===== src/rtl/booth_mult_arbiter.sv =====
// booth_mult_arbiter: round-robin arbiter and sequencer that shares a single
// WIDTH-bit Booth multiplier among N_REQ requesters. A granted requester's X/Y
// operands are fed to the multiplier (X on the start cycle, Y one cycle later),
// the product is read back as {hi, lo} halves on consecutive cycles, and it is
// returned with a one-hot rsp_valid pulse to the owner.
//
// Optional feature: define ARB_TIMEOUT_EN to abort an operation that waits
// TIMEOUT cycles without mul_done (resets the multiplier, answers with rsp_err).
//
// Ports:
//   clk, rst        clock, synchronous active-high reset
//   req             request lines, held until the matching gnt bit
//   x_in, y_in      packed operands, requester i in [i*WIDTH +: WIDTH]
//   gnt             one-hot grant pulse, operands sampled in that cycle
//   rsp_valid       one-hot response pulse to the owner
//   rsp_prod        product {hi, lo}, valid with rsp_valid
//   rsp_err         abort flag, valid with rsp_valid
//   busy            high in every state except IDLE
//   mul_rst         multiplier reset (rst or abort pulse)
//   mul_start       multiplier start pulse
//   mul_in_bus      multiplier operand bus
//   mul_done        multiplier done
//   mul_out_bus     multiplier result bus
module booth_mult_arbiter #(
  parameter int unsigned N_REQ   = 4,
  parameter int unsigned WIDTH   = 6,
  parameter int unsigned TIMEOUT = 64
) (
  input  logic                   clk,
  input  logic                   rst,
  input  logic [N_REQ-1:0]       req,
  input  logic [N_REQ*WIDTH-1:0] x_in,
  input  logic [N_REQ*WIDTH-1:0] y_in,
  output logic [N_REQ-1:0]       gnt,
  output logic [N_REQ-1:0]       rsp_valid,
  output logic [2*WIDTH-1:0]     rsp_prod,
  output logic                   rsp_err,
  output logic                   busy,
  output logic                   mul_rst,
  output logic                   mul_start,
  output logic [WIDTH-1:0]       mul_in_bus,
  input  logic                   mul_done,
  input  logic [WIDTH-1:0]       mul_out_bus
);

  localparam int unsigned PTR_W = (N_REQ > 1) ? $clog2(N_REQ) : 1;
  localparam logic [N_REQ-1:0] ONE_HOT0 = {{(N_REQ-1){1'b0}}, 1'b1};

  // Parameter sanity checks at elaboration.
  if (N_REQ < 2 || N_REQ > 8) begin : g_bad_n_req
    $error("N_REQ must be in 2..8");
  end
  if (TIMEOUT < 1) begin : g_bad_timeout
    $error("TIMEOUT must be at least 1");
  end

  typedef enum logic [2:0] {IDLE, START, LOAD_Y, WAIT, READ_LO, RESP} state_t;

  state_t                 state, next_state;
  logic [PTR_W-1:0]       ptr, ptr_d, winner, cand;
  logic                   found;
  logic [N_REQ-1:0]       grant_c, valid_d;
  logic [WIDTH-1:0]       y_q, y_d, hi_q, hi_d, bus_d;
  logic [2*WIDTH-1:0]     prod_d;
  logic                   start_d, busy_d;
  logic [WIDTH-1:0]       x_arr [N_REQ];
  logic [WIDTH-1:0]       y_arr [N_REQ];

`ifdef ARB_TIMEOUT_EN
  localparam int unsigned CNT_W = $clog2(TIMEOUT + 1);
  logic [CNT_W-1:0] cnt_q, cnt_d;
  logic             err_d, abort;
`endif

  // Unpack the operand buses per requester.
  for (genvar g = 0; g < int'(N_REQ); g++) begin : g_unpack
    assign x_arr[g] = x_in[g*WIDTH +: WIDTH];
    assign y_arr[g] = y_in[g*WIDTH +: WIDTH];
  end

  // Round-robin pick: first active request after ptr, wrapping.
  always_comb begin
    found  = 1'b0;
    winner = ptr;
    cand   = '0;
    for (int k = 1; k <= int'(N_REQ); k++) begin
      cand = PTR_W'((int'(ptr) + k) % int'(N_REQ));
      if (!found && req[cand]) begin
        found  = 1'b1;
        winner = cand;
      end
    end
  end

  // State register.
  always_ff @(posedge clk) begin
    if (rst) state <= IDLE;
    else     state <= next_state;
  end

  // Next state, datapath updates and next values of the registered outputs.
  always_comb begin
    next_state = state;
    grant_c    = '0;
    ptr_d      = ptr;
    y_d        = y_q;
    hi_d       = hi_q;
    bus_d      = '0;
    start_d    = 1'b0;
    valid_d    = '0;
    prod_d     = '0;
`ifdef ARB_TIMEOUT_EN
    cnt_d      = cnt_q;
    err_d      = 1'b0;
    abort      = 1'b0;
`endif
    case (state)
      IDLE: begin
        if (found) begin
          grant_c    = ONE_HOT0 << winner;
          ptr_d      = winner;
          y_d        = y_arr[winner];
          bus_d      = x_arr[winner];
          start_d    = 1'b1;
          next_state = START;
        end
      end
      START: begin
        bus_d      = y_q;
        next_state = LOAD_Y;
      end
      LOAD_Y: begin
`ifdef ARB_TIMEOUT_EN
        cnt_d      = '0;
`endif
        next_state = WAIT;
      end
      WAIT: begin
        // Done has priority over an expiring timeout in the same cycle.
        if (mul_done) begin
          hi_d       = mul_out_bus;
          next_state = READ_LO;
        end
`ifdef ARB_TIMEOUT_EN
        else if (cnt_q == CNT_W'(TIMEOUT - 1)) begin
          abort      = 1'b1;
          err_d      = 1'b1;
          valid_d    = ONE_HOT0 << ptr;
          next_state = RESP;
        end else begin
          cnt_d = cnt_q + CNT_W'(1);
        end
`endif
      end
      READ_LO: begin
        valid_d    = ONE_HOT0 << ptr;
        prod_d     = {hi_q, mul_out_bus};
        next_state = RESP;
      end
      RESP:    next_state = IDLE;
      default: next_state = IDLE;
    endcase
    busy_d = (next_state != IDLE);
  end

  // Datapath and registered outputs; reset discards any operation in flight.
  always_ff @(posedge clk) begin
    if (rst) begin
      ptr        <= PTR_W'(N_REQ - 1);
      y_q        <= '0;
      hi_q       <= '0;
      busy       <= 1'b0;
      mul_start  <= 1'b0;
      mul_in_bus <= '0;
      rsp_valid  <= '0;
      rsp_prod   <= '0;
`ifdef ARB_TIMEOUT_EN
      rsp_err    <= 1'b0;
      cnt_q      <= '0;
`endif
    end else begin
      ptr        <= ptr_d;
      y_q        <= y_d;
      hi_q       <= hi_d;
      busy       <= busy_d;
      mul_start  <= start_d;
      mul_in_bus <= bus_d;
      rsp_valid  <= valid_d;
      rsp_prod   <= prod_d;
`ifdef ARB_TIMEOUT_EN
      rsp_err    <= err_d;
      cnt_q      <= cnt_d;
`endif
    end
  end

  // Grant must be seen in the IDLE cycle itself, so it is decoded directly.
  assign gnt = rst ? '0 : grant_c;

`ifdef ARB_TIMEOUT_EN
  assign mul_rst = rst | abort;
`else
  assign mul_rst = rst;
  assign rsp_err = 1'b0;
`endif

endmodule


===== config.mk =====
export PLATFORM = sky130hd
export DESIGN_NAME = booth_mult_arbiter
export DESIGN_NICKNAME = d
export VERILOG_FILES = /design/src/rtl/booth_mult_arbiter.sv
export SDC_FILE = /design/constraint.sdc
export NUM_CORES = 1
export LEC_CHECK = 0
export ABC_AREA = 1
export CAP_MARGIN = 5
export CORE_MARGIN = 8
export CORE_UTILIZATION = 46
export CTS_CLUSTER_DIAMETER = 200
export DETAILED_ROUTE_END_ITERATION = 16
export PLACE_DENSITY = 0.85
export SLEW_MARGIN = 20
export SYNTH_ARGS = -nofsm -noshare
export SYNTH_HDL_FRONTEND = slang
export SYNTH_SLANG_ARGS = --single-unit

===== constraint.sdc =====
create_clock -name clk -period 3.4 [get_ports clk]
set_input_delay 0.85 -clock clk [delete_from_list [all_inputs] [get_ports clk]]
set_output_delay 0.85 -clock clk [all_outputs]
set_load 0.005 [all_outputs]

# After elaboration in Yosys (flattened, before gate mapping)
# Index checks and enable logic that the tools add are counted.
[word_totals] elab_cells=70 mem_bits_rw=0 latch_bits=0 rom_bits=0 output_inout_bits=30 register_bits=41 input_bits=61 n_memories=0
[classes] n_mul=0 n_div=0 magnitude_cmp=5 n_shift=2 n_eq_ne=4 n_bitwise=3 add_sub_neg=4 mux=31 n_reduce_logical=12
[ops] op="2-to-1 mux 6 bit" n=5
[ops] op="binary-select mux 6 bit (select 2 bit)" n=2
[ops] op="one-hot mux 3 bit (5 select lines)" n=1
[ops] op="< comparator 2 x 3 -> 1 bit, second input constant" n=4
[ops] op="2-to-1 mux 4 bit" n=3
[ops] op="one-hot mux 6 bit (2 select lines)" n=1
[ops] op="2-to-1 mux 1 bit" n=9
[ops] op="binary-select mux 1 bit (select 2 bit)" n=4
[ops] op="2-to-1 mux 2 bit" n=4
[ops] op="<< shifter 1 x 2 -> 4 bit, first input constant" n=2
[ops] op="== test 3 x 2 -> 1 bit, second input constant" n=2
[ops] op="2-to-1 mux 3 bit" n=2
[ops] op="adder 2 x 1 -> 2 bit, second input constant" n=2
[ops] op="adder 2 bit, second input constant" n=2
[ops] op="AND reduction 2 bit" n=2
[ops] op="OR reduction 2 bit" n=2
[ops] op="== test 3 x 1 -> 1 bit, second input constant" n=1
[ops] op="== test 3 bit, second input constant" n=1
[ops] op="greater-or-equal comparator 3 bit, second input constant" n=1
[ops] op="logical AND 1 bit" n=3
[ops] op="zero test 1 bit" n=3
[ops] op="zero test 3 bit" n=1
[ops] op="NOT 2 -> 3 bit" n=1
[ops] op="nonzero test 3 bit" n=1
[ops] op="NOT 1 bit" n=2

# Depth between registers and ports, before layout
# Gate-level depths: netlist of run 1.
[logic_depth] ltp_word=19 ltp_mapped=14 ltp_nobuf=14

# Worst setup path after synthesis of run 1
# No wires, ideal clock.
[synth_path] path_type="input-to-output" start="input req[1]" end="output gnt[0]" path_stages=11 t_arrival_ps=1790 path_slack_ps=760 path_buffers=0 t_required_ps=2550 cell_sequence="nand2_1 -> nand2_1 -> nand2_1 -> nand2_2 -> nand2_4 -> nand2_4 -> nand2_4 -> nand2_8 -> nor2_2 -> inv_1 -> nor2_1"
[synth_between] elab_chain_len=16 word_cells_on_any_way=26 cone_classes="shift (1); mux (19); reduce/logical (6)"
[synth_rtl] element="start, declared" line="31" source="input logic [N_REQ-1:0] req,"
[synth_rtl] element="binary-select mux 1 bit (select 2 bit)" line="88" source="if (!found && req[cand]) begin"
[synth_rtl] element="2-to-1 mux 1 bit (implied by the code)" line="88"
[synth_rtl] element="2-to-1 mux 1 bit" line="88"
[synth_rtl] element="zero test 1 bit" line="88"
[synth_rtl] element="logical AND 1 bit" line="88"
[synth_rtl] element="2-to-1 mux 1 bit" line="88"
[synth_rtl] element="zero test 1 bit" line="88"
[synth_rtl] element="logical AND 1 bit" line="88"
[synth_rtl] element="2-to-1 mux 1 bit" line="88"
[synth_rtl] element="zero test 1 bit" line="88"
[synth_rtl] element="logical AND 1 bit" line="88"
[synth_rtl] element="2-to-1 mux 2 bit" line="88"
[synth_rtl] element="<< shifter 1 x 2 -> 4 bit" line="120" source="grant_c = ONE_HOT0 << winner;"
[synth_rtl] element="2-to-1 mux 4 bit *" line="119" source="if (found) begin"
[synth_rtl] element="2-to-1 mux 4 bit *" line="117" source="case (state)"
[synth_rtl] element="2-to-1 mux 4 bit *" line="198" source="assign gnt = rst ? '0 : grant_c;"
[synth_rtl] element="end, declared" line="34" source="output logic [N_REQ-1:0] gnt,"
# Mark *: on every way between the ends. The rest lies on a longest branch, timed or not. The select of a mux whose other input is x is not followed.

# Worst setup path after layout of run 1
[layout_path] start="input req[3]" end="output gnt[1]"
# The elaborated chain is that of the path after synthesis.

==> flow_summary_export.csv, run 1 <==
group,metric,value,unit
placed_design,place.gp.congestion,0.886,
route,vias,2407,
route,wl,6490,um
job,maxCapViolCount,0,
floorplanning,die_area,7020,um^2
sta,slew_headroom,60.6,%
final_layout,antenna_cells,0,
final_layout,final_cell_mix,"87 x nand2_1, 82 x clkdlybuf4s50_1, 43 x nand3_1",
yosys,yosys-top-cells-area,"dfxtp_1 39%, nand2_1 16%, nand3_1 10%, inv_1 4.4%, nor2_1 4.4%",
placed_design,dp_cells,458,
final_layout,finalNonFillerCells,467,
final_layout,area_growth_syn_to_layout,56.0,%
floorplanning,io_pins,91,
clock_tree,cts_tree,"yes",
global_routing,grt-ovfl-total,0,
worst_setup_path,end_kind,"output pin",
sta,tns,0,ns
sta,period_share,97.9,%
floorplanning,initial_core_util,48.2,%
clock_tree,numCtsBuffers,5,
yosys,synth_top_cell_by_area,"dfxtp_1",
global_routing,grtUsageTotal,18.4,%
sta,setup_violations,0,
yosys,avgSynthCellArea,6.93,um^2
yosys,synthDistinctLibCells,26,
yosys,synth.cell_area,2110,um^2
floorplanning,die_x,83.8,um
global_routing,grt_max_degree,18,
power_and_ir_drop,power_leakage,1.48,nW
yosys,ys.warnings.count,0,
sta,period_minus_slack,3.33,ns
route,ant_nets,0,
clock_tree,htreeDepth,2,
placed_design,pre_cts_slack,-0.331,ns
worst_setup_path,cp_max_fo,4,
final_layout,num-fill-cells,319,
power_and_ir_drop,vdd_ir_drop_max,0.652,mV
clock_tree,hold_buffers,0,
sta,finClkSkew,0.00977,ns
yosys,synth_cells,305,
power_and_ir_drop,powerDensity,793,nW/um^2
sta,rsz0062_at_grt,"true",
global_routing,grt_pass1_vias,2525,
clock_tree,root_buffer,"clkbuf_8",
clock_tree,clk_pin_slew,0.08,ns
yosys,ys_seq_elements,41,
yosys,yosysTopAreaCellShare,38.8,%
worst_setup_path,crit_arrival,2.48,ns
worst_setup_path,cp_data_required_time,2.55,ns
floorplanning,die_y,83.8,um
yosys,syn_nets,366,
global_routing,grt_pass1_wl,11000,um
sta,finalMaxSlewViolations,0,
sta,worstMarginPinSlew,0.589,ns
clock_tree,cts_num_sinks,41,
floorplanning,core,4380,um^2
floorplanning,rows,24,
worst_setup_path,worstSetupStartpointType,"input port",
hold_path,hp-class,"flip-flop to flip-flop",
route,wire_per_inst,13.9,um
route,vias_per_cell,5.15,
power_and_ir_drop,power.total,0.00261,W
sta,worst_slack,0.0708,ns
yosys,synth-seq-area-share,38.8,%
run_status,status,"complete, no violations",
final_layout,final_common_cell,"nand2_1",
sta,whs,0.439,ns
route,drt_iter0_drc,113,
worst_setup_path,worstSetupPathType,"input port to output pin",
clock_tree,clk_path_buf_depth,2,
sta,fmax,300,MHz
final_layout,final_layout_size_suffix_gt1_share,16.4,%
placed_design,io_buffers,89,
final_layout,nNetsFinal,475,
route,drc,0,
placed_design,post-dp-hpwl,5110,um
global_routing,antenna_found_initial,0,
route,dr.pass1.iters,5,
clock_tree,clock_latency,0.30,ns
sta,hold_viol_final,0,
[metal layers]
| metal | share of wire (%) | track usage, % | vias to the layer above | routed length (um) |
|---|---|---|---|---|
| li1 | - | - | 1190 | - |
| met1 | 41 | 19.6 | 1084 | 2670 |
| met2 | 48 | 32.0 | 119 | 3140 |
| met3 | 8.2 | 6.35 | 14 | 532 |
| met4 | 2.2 | 8.16 | 0 | 144 |
| met5 | 0 | 0 | - | 0 |
[cell usage after synthesis]
master / count
a21oi_1: 15
a21oi_4: 1
a22oi_1: 1
buf_4: 3
buf_6: 4
clkbuf_1: 2
conb_1: 1
dfxtp_1: 41
inv_1: 25
inv_2: 3
inv_4: 2
nand2_1: 91
nand2_2: 13
nand2_4: 4
nand2_8: 1
nand3_1: 43
nand3_4: 1
nand3b_1: 4
nand4_1: 5
nor2_1: 25
nor2_2: 2
nor2_4: 1
nor3_1: 6
nor3_4: 1
nor4_1: 1
o21ai_0: 9
[state kept, by name, summed over array words and instances (netlist names)]
register and count:
rsp_prod 12, mul_in_bus 6, hi_q 6, busy 1, ptr 2, mul_start 1, state 3, y_q 6
rsp_valid 4
[final cells by class]
type,instances,area [um^2],share of cell area [%]
inverters,30,118,3.57
flip-flops and latches,41,821,24.9
clock inverters,3,46.3,1.40
multi-input cells,225,1130,34.3
well taps,52,65.1,1.97
clock buffers,5,68.8,2.09
repair buffers,111,1050,31.8
[per-stage QoR]
stage,util [%],area [um^2]
after global placement,71.9,3150
after floorplan,-,2110
after CTS,74.8,3280
final,75.2,3300
after global routing,75.2,3300
after detailed placement,71.9,3150
[where the power goes]
group | internal, W | switching (W) | leakage (nW)
clock | 0.000220 | 0.000176 | 0.0543
combinational | 0.000671 | 0.000941 | 1.10
sequential | 0.000563 | 0.0000435 | 0.334
total | 0.00145 | 0.00116 | 1.48
[path summary, 6_finish.rpt]
path | startpoint | end | slack (ns) | cells after the start
worst max-delay path | req[3] | gnt[1] | 0.07 | 12
worst min-delay path | hi_q[3] | rsp_prod[9] | 0.44 | 2
worst max register to register | ptr[0] | y_q[5] | 1.42 | 13
worst min register to register | hi_q[3] | rsp_prod[9] | 0.44 | 2
[worst max-delay path, cell delays in order]
cell	delay, ns
clkdlybuf4s50_1	0.48
nand2_1	0.07
nand2_2	0.10
nand2_1	0.07
nand2_2	0.09
nand2_4	0.08
nand2_4	0.07
nand2_4	0.06
nand2_8	0.09
inv_4	0.05
nor3_1	0.20
dlygate4sd2_1	0.27
[kinds of logic (layout without fill, tap and decap cells)]
kind of cell | after synthesis | after routing | synth area share [%]
other | 1 | 1 | 0.177
and+or+nand+nor | 198 | 198 | 45.1
AOI/OAI and AO/OA | 26 | 26 | 6.81
buffers and inverters | 39 | 149 | 9.12
DFF | 41 | 41 | 38.8
[what timing repair did]
item / in CTS / in global routing
pin swaps: 4 / 5
endpoints found under the setup margin: 4 / 4
setup buffers: 0 / 1
gates resized for setup: 14 / 9
(Power assumes the default switching activity.)
==> run 2, diff against run 1 <==
--- a/config.mk
+++ b/config.mk
@@ -8,10 +8,10 @@
 export ABC_AREA = 1
 export CAP_MARGIN = 5
 export CORE_MARGIN = 8
-export CORE_UTILIZATION = 46
+export CORE_UTILIZATION = 42
 export CTS_CLUSTER_DIAMETER = 200
 export DETAILED_ROUTE_END_ITERATION = 16
-export PLACE_DENSITY = 0.85
+export PLACE_DENSITY = 0.79
 export SLEW_MARGIN = 20
 export SYNTH_ARGS = -nofsm -noshare
 export SYNTH_HDL_FRONTEND = slang
==> constraint.sdc (replaced) <==
create_clock -name clk -period 3.1 [get_ports clk]
set_input_delay 0.775 -clock clk [delete_from_list [all_inputs] [get_ports clk]]
set_output_delay 0.775 -clock clk [all_outputs]
set_load 0.005 [all_outputs]
==> run 2 against run 1 <==
  * Highest routed layer unchanged
  * Design area is 0.68% higher
  * Largest power group unchanged
  * Final cell count grew 3.4%
  * Clock skew is 0.0033 ns lower
==> flow_summary_export.csv, run 2 (synthesis gave the netlist of run 1 again) <==
group,metric,value,unit
final_layout,regArea,821,um^2
sta,slew_headroom,62.0,%
worst_setup_path,crit_slowest_cell,"clkdlybuf4s50_1",
route,ant_nets,0,
route,vias_per_cell,4.83,
worst_setup_path,cp_top_family,"simple AND/OR/NAND/NOR gates",
clock_tree,numCtsBuffers,5,
route,wire_per_inst,13.3,um
floorplanning,initial_core_util,42.5,%
placed_design,dp_cells,474,
clock_tree,root_buffer,"clkbuf_8",
worst_setup_path,crit_arrival,2.15,ns
route,dr.pass1.iters,4,
worst_setup_path,worstSetupPathType,"input port to output pin",
worst_setup_path,cpPeakStageDelay,0.44,ns
power_and_ir_drop,powerDensity,886,nW/um^2
clock_tree,clk_pin_slew,0.08,ns
global_routing,grt_pass1_vias,2336,
placed_design,place.gp.congestion,0.858,
sta,worstMarginPinSlew,0.569,ns
final_layout,top_register,"rsp_prod",
final_layout,area_growth_syn_to_layout,57.0,%
power_and_ir_drop,clockPowerShare,17.8,%
final_layout,finalNonFillerCells,483,
sta,whs,0.440,ns
sta,hold_viol_final,0,
power_and_ir_drop,combinationalPowerShare,59.5,%
power_and_ir_drop,vdd_ir_drop_max,0.496,mV
clock_tree,htreeDepth,2,
final_layout,multi_input_area,1140,um^2
placed_design,io_buffers,89,
route,vias,2334,
final_layout,final_cell_mix,"88 x nand2_1, 81 x clkdlybuf4s50_1, 43 x nand3_1",
worst_setup_path,worst-r2r-setup-slack,0.92,ns
final_layout,antenna_cells,0,
sta,period_minus_slack,2.92,ns
worst_setup_path,worstSetupStartpointType,"input port",
worst_setup_path,cp_max_fo,5,
job,maxCapViolCount,0,
global_routing,grt_max_degree,18,
final_layout,num-fill-cells,444,
floorplanning,rows,26,
floorplanning,die_y,86.9,um
global_routing,grtUsageTotal,17.5,%
sta,fmax,342,MHz
final_layout,largest_reg_flops,12,
power_and_ir_drop,power.total,0.00294,W
power_and_ir_drop,p_switching,0.00129,W
sta,tns,0,ns
clock_tree,clk_path_buf_depth,2,
global_routing,grt_pass1_wl,10600,um
sta,period_share,94.2,%
route,drc,0,
worst_setup_path,end_kind,"output pin",
clock_tree,cts_num_sinks,41,
route,drt_iter0_drc,153,
global_routing,grt-ovfl-total,0,
run_status,status,"complete, no violations",
sta,rsz0062_at_grt,"false",
floorplanning,core,4980,um^2
placed_design,post-dp-hpwl,4980,um
final_layout,nNetsFinal,473,
final_layout,final_common_cell,"nand2_1",
worst_setup_path,crit_chain,"clkdlybuf4s50_1 -> nor3_1 -> nand2_4 -> nor2_4 -> inv_2 -> nor2_2 -> buf_2",
worst_setup_path,path_buf_inv,3,
power_and_ir_drop,power_frac_seq,22.7,%
sta,finClkSkew,0.00643,ns
hold_path,hp-class,"flip-flop to flip-flop",
global_routing,antenna_found_initial,0,
final_layout,final_layout_size_suffix_gt1_share,16.5,%
power_and_ir_drop,switching_share,43.9,%
sta,finalMaxSlewViolations,0,
floorplanning,die_area,7560,um^2
power_and_ir_drop,power_leakage,1.47,nW
clock_tree,cts_tree,"yes",
power_and_ir_drop,intPower,0.00165,W
clock_tree,hold_buffers,0,
floorplanning,die_x,86.9,um
floorplanning,io_pins,91,
clock_tree,clock_latency,0.30,ns
sta,setup_violations,0,
route,wl,6410,um
worst_setup_path,cp_data_required_time,2.32,ns
[run 2: worst min-delay path, delay by kind of cell, from the launching register on]
family | cells | cell delay [ns]
simple gates | 1 | 0.04
flops | 1 | 0.30
buf+inv | 1 | 0.06
[run 2: layout make-up]
class / count / area share, %
clock buffer: 5 / 2.07
clock inverter: 3 / 2.07
inverter: 30 / 3.54
multi-input combinational: 225 / 34.3
sequential: 41 / 24.7
tap: 70 / 2.64
timing repair buffer: 109 / 30.6
[run 2: repair_timing]
item                       in CTS  in global routing
setup buffers                   2                  0
gates resized for setup        31                  0
setup endpoints to repair       4                  0
[run 2: worst paths after layout]
check	start	end	depth (start not counted)
worst max-delay path	rst	gnt[2]	7
worst min-delay path	hi_q[2]	rsp_prod[8]	2
worst max register to register	ptr[0]	ptr[0]	14
worst min register to register	hi_q[2]	rsp_prod[8]	2
[run 2: layer usage]
layer	routed length, um	share of wire (%)	GRT usage [%]
met5	0	0	0
met3	468	7.3	5.75
met4	89	1.4	5.01
met2	3070	48	30.6
met1	2780	43	19.5
[run 2: power groups by stage]
stage / Sequential (W) / Combinational [W] / Clock, W
5_1_grt: 0.000680 / 0.00191 / 0.000549
6_report: 0.000667 / 0.00175 / 0.000522
2_1_floorplan: 0.000670 / 0.00112 / 0
4_1_cts: 0.000666 / 0.00173 / 0.000528
3_3_place_gp: 0.000675 / 0.00164 / 0
3_5_place_dp: 0.000677 / 0.00167 / 0
[run 2: metrics by stage]
step	utilization [%]	cell area [um^2]	setup slack (ns)
final	66.7	3320	0.179
after CTS	66.7	3320	0.169
after global placement	63.5	3160	-0.565
after global routing	66.7	3320	0.0788
after floorplan	-	2110	0.610
after detailed placement	63.5	3160	-0.527
==> run 3, diff against run 2 <==
--- a/config.mk
+++ b/config.mk
@@ -8,10 +8,11 @@
 export ABC_AREA = 1
 export CAP_MARGIN = 5
 export CORE_MARGIN = 8
-export CORE_UTILIZATION = 42
+export CORE_UTILIZATION = 55
 export CTS_CLUSTER_DIAMETER = 200
 export DETAILED_ROUTE_END_ITERATION = 16
-export PLACE_DENSITY = 0.79
+export DONT_BUFFER_PORTS = 1
+export PLACE_DENSITY = 0.69
 export SLEW_MARGIN = 20
 export SYNTH_ARGS = -nofsm -noshare
 export SYNTH_HDL_FRONTEND = slang
==> run 3 against run 2 <==
  * Worst hold slack got worse by 0.0017 ns
  * Critical endpoint unchanged
  * Register-to-register slack improved by 0.20 ns
  * Highest routed layer unchanged
  * Utilization decreased by 6.4 points
==> flow_summary_export.csv, run 3 (synthesis gave the netlist of run 1 again) <==
group,metric,value,unit
run_status,status,"complete, no violations",
global_routing,grt-ovfl-total,0,
final_layout,final_layout_size_suffix_gt1_share,12.5,%
sta,worstMarginPinSlew,0.531,ns
hold_path,hp-class,"flip-flop to flip-flop",
clock_tree,htreeDepth,2,
worst_setup_path,cp_top_family,"simple AND/OR/NAND/NOR gates",
power_and_ir_drop,clockPowerShare,17.3,%
floorplanning,die_area,6080,um^2
worst_setup_path,cp_data_required_time,2.32,ns
route,wl,5070,um
worst_setup_path,crit_slowest_cell,"dfxtp_1",
final_layout,final_common_cell,"nand2_1",
clock_tree,cts_num_sinks,41,
clock_tree,hold_buffers,0,
sta,period_share,91.7,%
global_routing,grt_pass1_wl,8420,um
floorplanning,io_pins,91,
sta,tns,0,ns
worst_setup_path,end_kind,"output pin",
sta,rsz0062_at_grt,"false",
clock_tree,numCtsBuffers,5,
floorplanning,die_y,78.0,um
worst_setup_path,path_common_cell,"nand2_4",
floorplanning,initial_core_util,57.3,%
job,maxCapViolCount,0,
route,ant_nets,0,
route,drt_iter0_drc,104,
sta,period_minus_slack,2.84,ns
floorplanning,core,3690,um^2
route,vias,1876,
route,dr.pass1.iters,4,
sta,setup_violations,0,
placed_design,io_buffers,0,
worst_setup_path,cpPeakStageDelay,0.35,ns
power_and_ir_drop,power.total,0.00236,W
worst_setup_path,crit_arrival,2.07,ns
sta,whs,0.439,ns
worst_setup_path,cp_max_fo,16,
sta,finClkSkew,0.00874,ns
power_and_ir_drop,vdd_ir_drop_max,0.698,mV
route,drc,0,
global_routing,grt_pass1_vias,1850,
global_routing,grtUsageTotal,16.8,%
route,wire_per_inst,14.4,um
power_and_ir_drop,intPower,0.00126,W
final_layout,area_growth_syn_to_layout,5.15,%
power_and_ir_drop,p_switching,0.00110,W
sta,finalMaxSlewViolations,0,
final_layout,top_register,"rsp_prod",
placed_design,pre_cts_slack,0.260,ns
floorplanning,rows,22,
final_layout,finalNonFillerCells,353,
clock_tree,cts_tree,"yes",
final_layout,nNetsFinal,366,
final_layout,antenna_cells,0,
placed_design,dp_cells,346,
sta,worst_slack,0.257,ns
power_and_ir_drop,switching_share,46.6,%
floorplanning,die_x,78.0,um
worst_setup_path,worstSetupPathType,"flip-flop to output pin",
sta,slew_headroom,64.5,%
clock_tree,cts_setup_buffers,0,
power_and_ir_drop,combinationalPowerShare,54.2,%
clock_tree,clock_latency,0.29,ns
placed_design,post-dp-hpwl,4090,um
power_and_ir_drop,power_leakage,1.02,nW
placed_design,place.gp.congestion,0.800,
clock_tree,clk_pin_slew,0.07,ns
clock_tree,root_buffer,"clkbuf_8",
power_and_ir_drop,power_frac_seq,28.5,%
global_routing,antenna_found_initial,0,
final_layout,final_cell_mix,"91 x nand2_1, 43 x nand3_1, 41 x dfxtp_1",
route,vias_per_cell,5.31,
worst_setup_path,path_buf_inv,2,
worst_setup_path,crit_chain,"buf_4 -> nand2_1 -> nand3_1 -> nand2_1 -> nand2_4 -> nand2_4 -> nand2_4 -> nand2_8 -> nor2_4 -> inv_1 -> nor2_1",
global_routing,grt_max_degree,18,
power_and_ir_drop,powerDensity,1060,nW/um^2
sta,hold_viol_final,0,
clock_tree,clk_path_buf_depth,2,
final_layout,largest_reg_flops,12,
sta,fmax,352,MHz
worst_setup_path,worstSetupStartpointType,"flip-flop",
==> run 3: changes by cell type in the layout (fill, tap and decap cells not counted), sizes merged <==
cell,before,now
bufinv,2,1
dlygate4sd2,4,0
clkdlybuf4s50,81,0
inv,31,30
buf,24,2
clkinv,0,1
==> run 3: layout make-up <==
class                           count  area [um^2]
Fill cell                         369         1470
Multi-Input combinational cell    225         1100
Sequential cell                    41          821
Inverter                           30          118
Clock buffer                        5         68.8
Tap cell                           48         60.1
Clock inverter                      2         35.0
Timing Repair Buffer                2         15.0
==> run 3: worst reg2reg max path, cell delays in order, from the launching register on <==
cell      delay (ns)
dfxtp_1         0.35
buf_4           0.20
nand2_1         0.10
nand2_2         0.09
nand2_2         0.07
nand2_2         0.11
nor2_1          0.06
nand3b_1        0.18
nand2_2         0.11
buf_4           0.18
nor2_2          0.29
nand2_1         0.10
nand4_1         0.09
==> run 3: power groups by stage <==
stage	Combinational, W	Sequential [W]	Clock [W]
finish	0.00128	0.000672	0.000408
global placement	0.00126	0.000684	0
floorplan	0.00112	0.000670	0
detailed placement	0.00128	0.000686	0
CTS	0.00128	0.000674	0.000417
global route	0.00144	0.000681	0.000445
==> run 3: what timing repair did <==
action	CTS	global route
gates resized for setup	0	1
endpoints found under the setup margin	0	1
hold endpoints to repair	0	0
==> run 3: metrics by stage <==
| stage | instance area (um^2) | util, % |
|---|---|---|
| after floorplan | 2110 | - |
| after global placement | 2110 | 57.3 |
| after detailed placement | 2110 | 57.3 |
| after CTS | 2220 | 60.1 |
| after global routing | 2220 | 60.2 |
| final | 2220 | 60.2 |
==> run 3: worst paths after layout <==
| kind | from | end | slack, ns | depth (start not counted) |
|---|---|---|---|---|
| min | hi_q[4] | rsp_prod[10] | 0.44 | 2 |
| min reg2reg | hi_q[4] | rsp_prod[10] | 0.44 | 2 |
| max reg2reg | ptr[0] | y_q[2] | 1.12 | 12 |
| max | ptr[0] | gnt[2] | 0.26 | 11 |
==> run 3: metal layers <==
| metal | wire (um) | track usage, % |
|---|---|---|
| met1 | 2120 | 19.0 |
| met2 | 2550 | 29.0 |
| met3 | 345 | 6.11 |
| met4 | 50 | 5.00 |
| met5 | 0 | 0 |
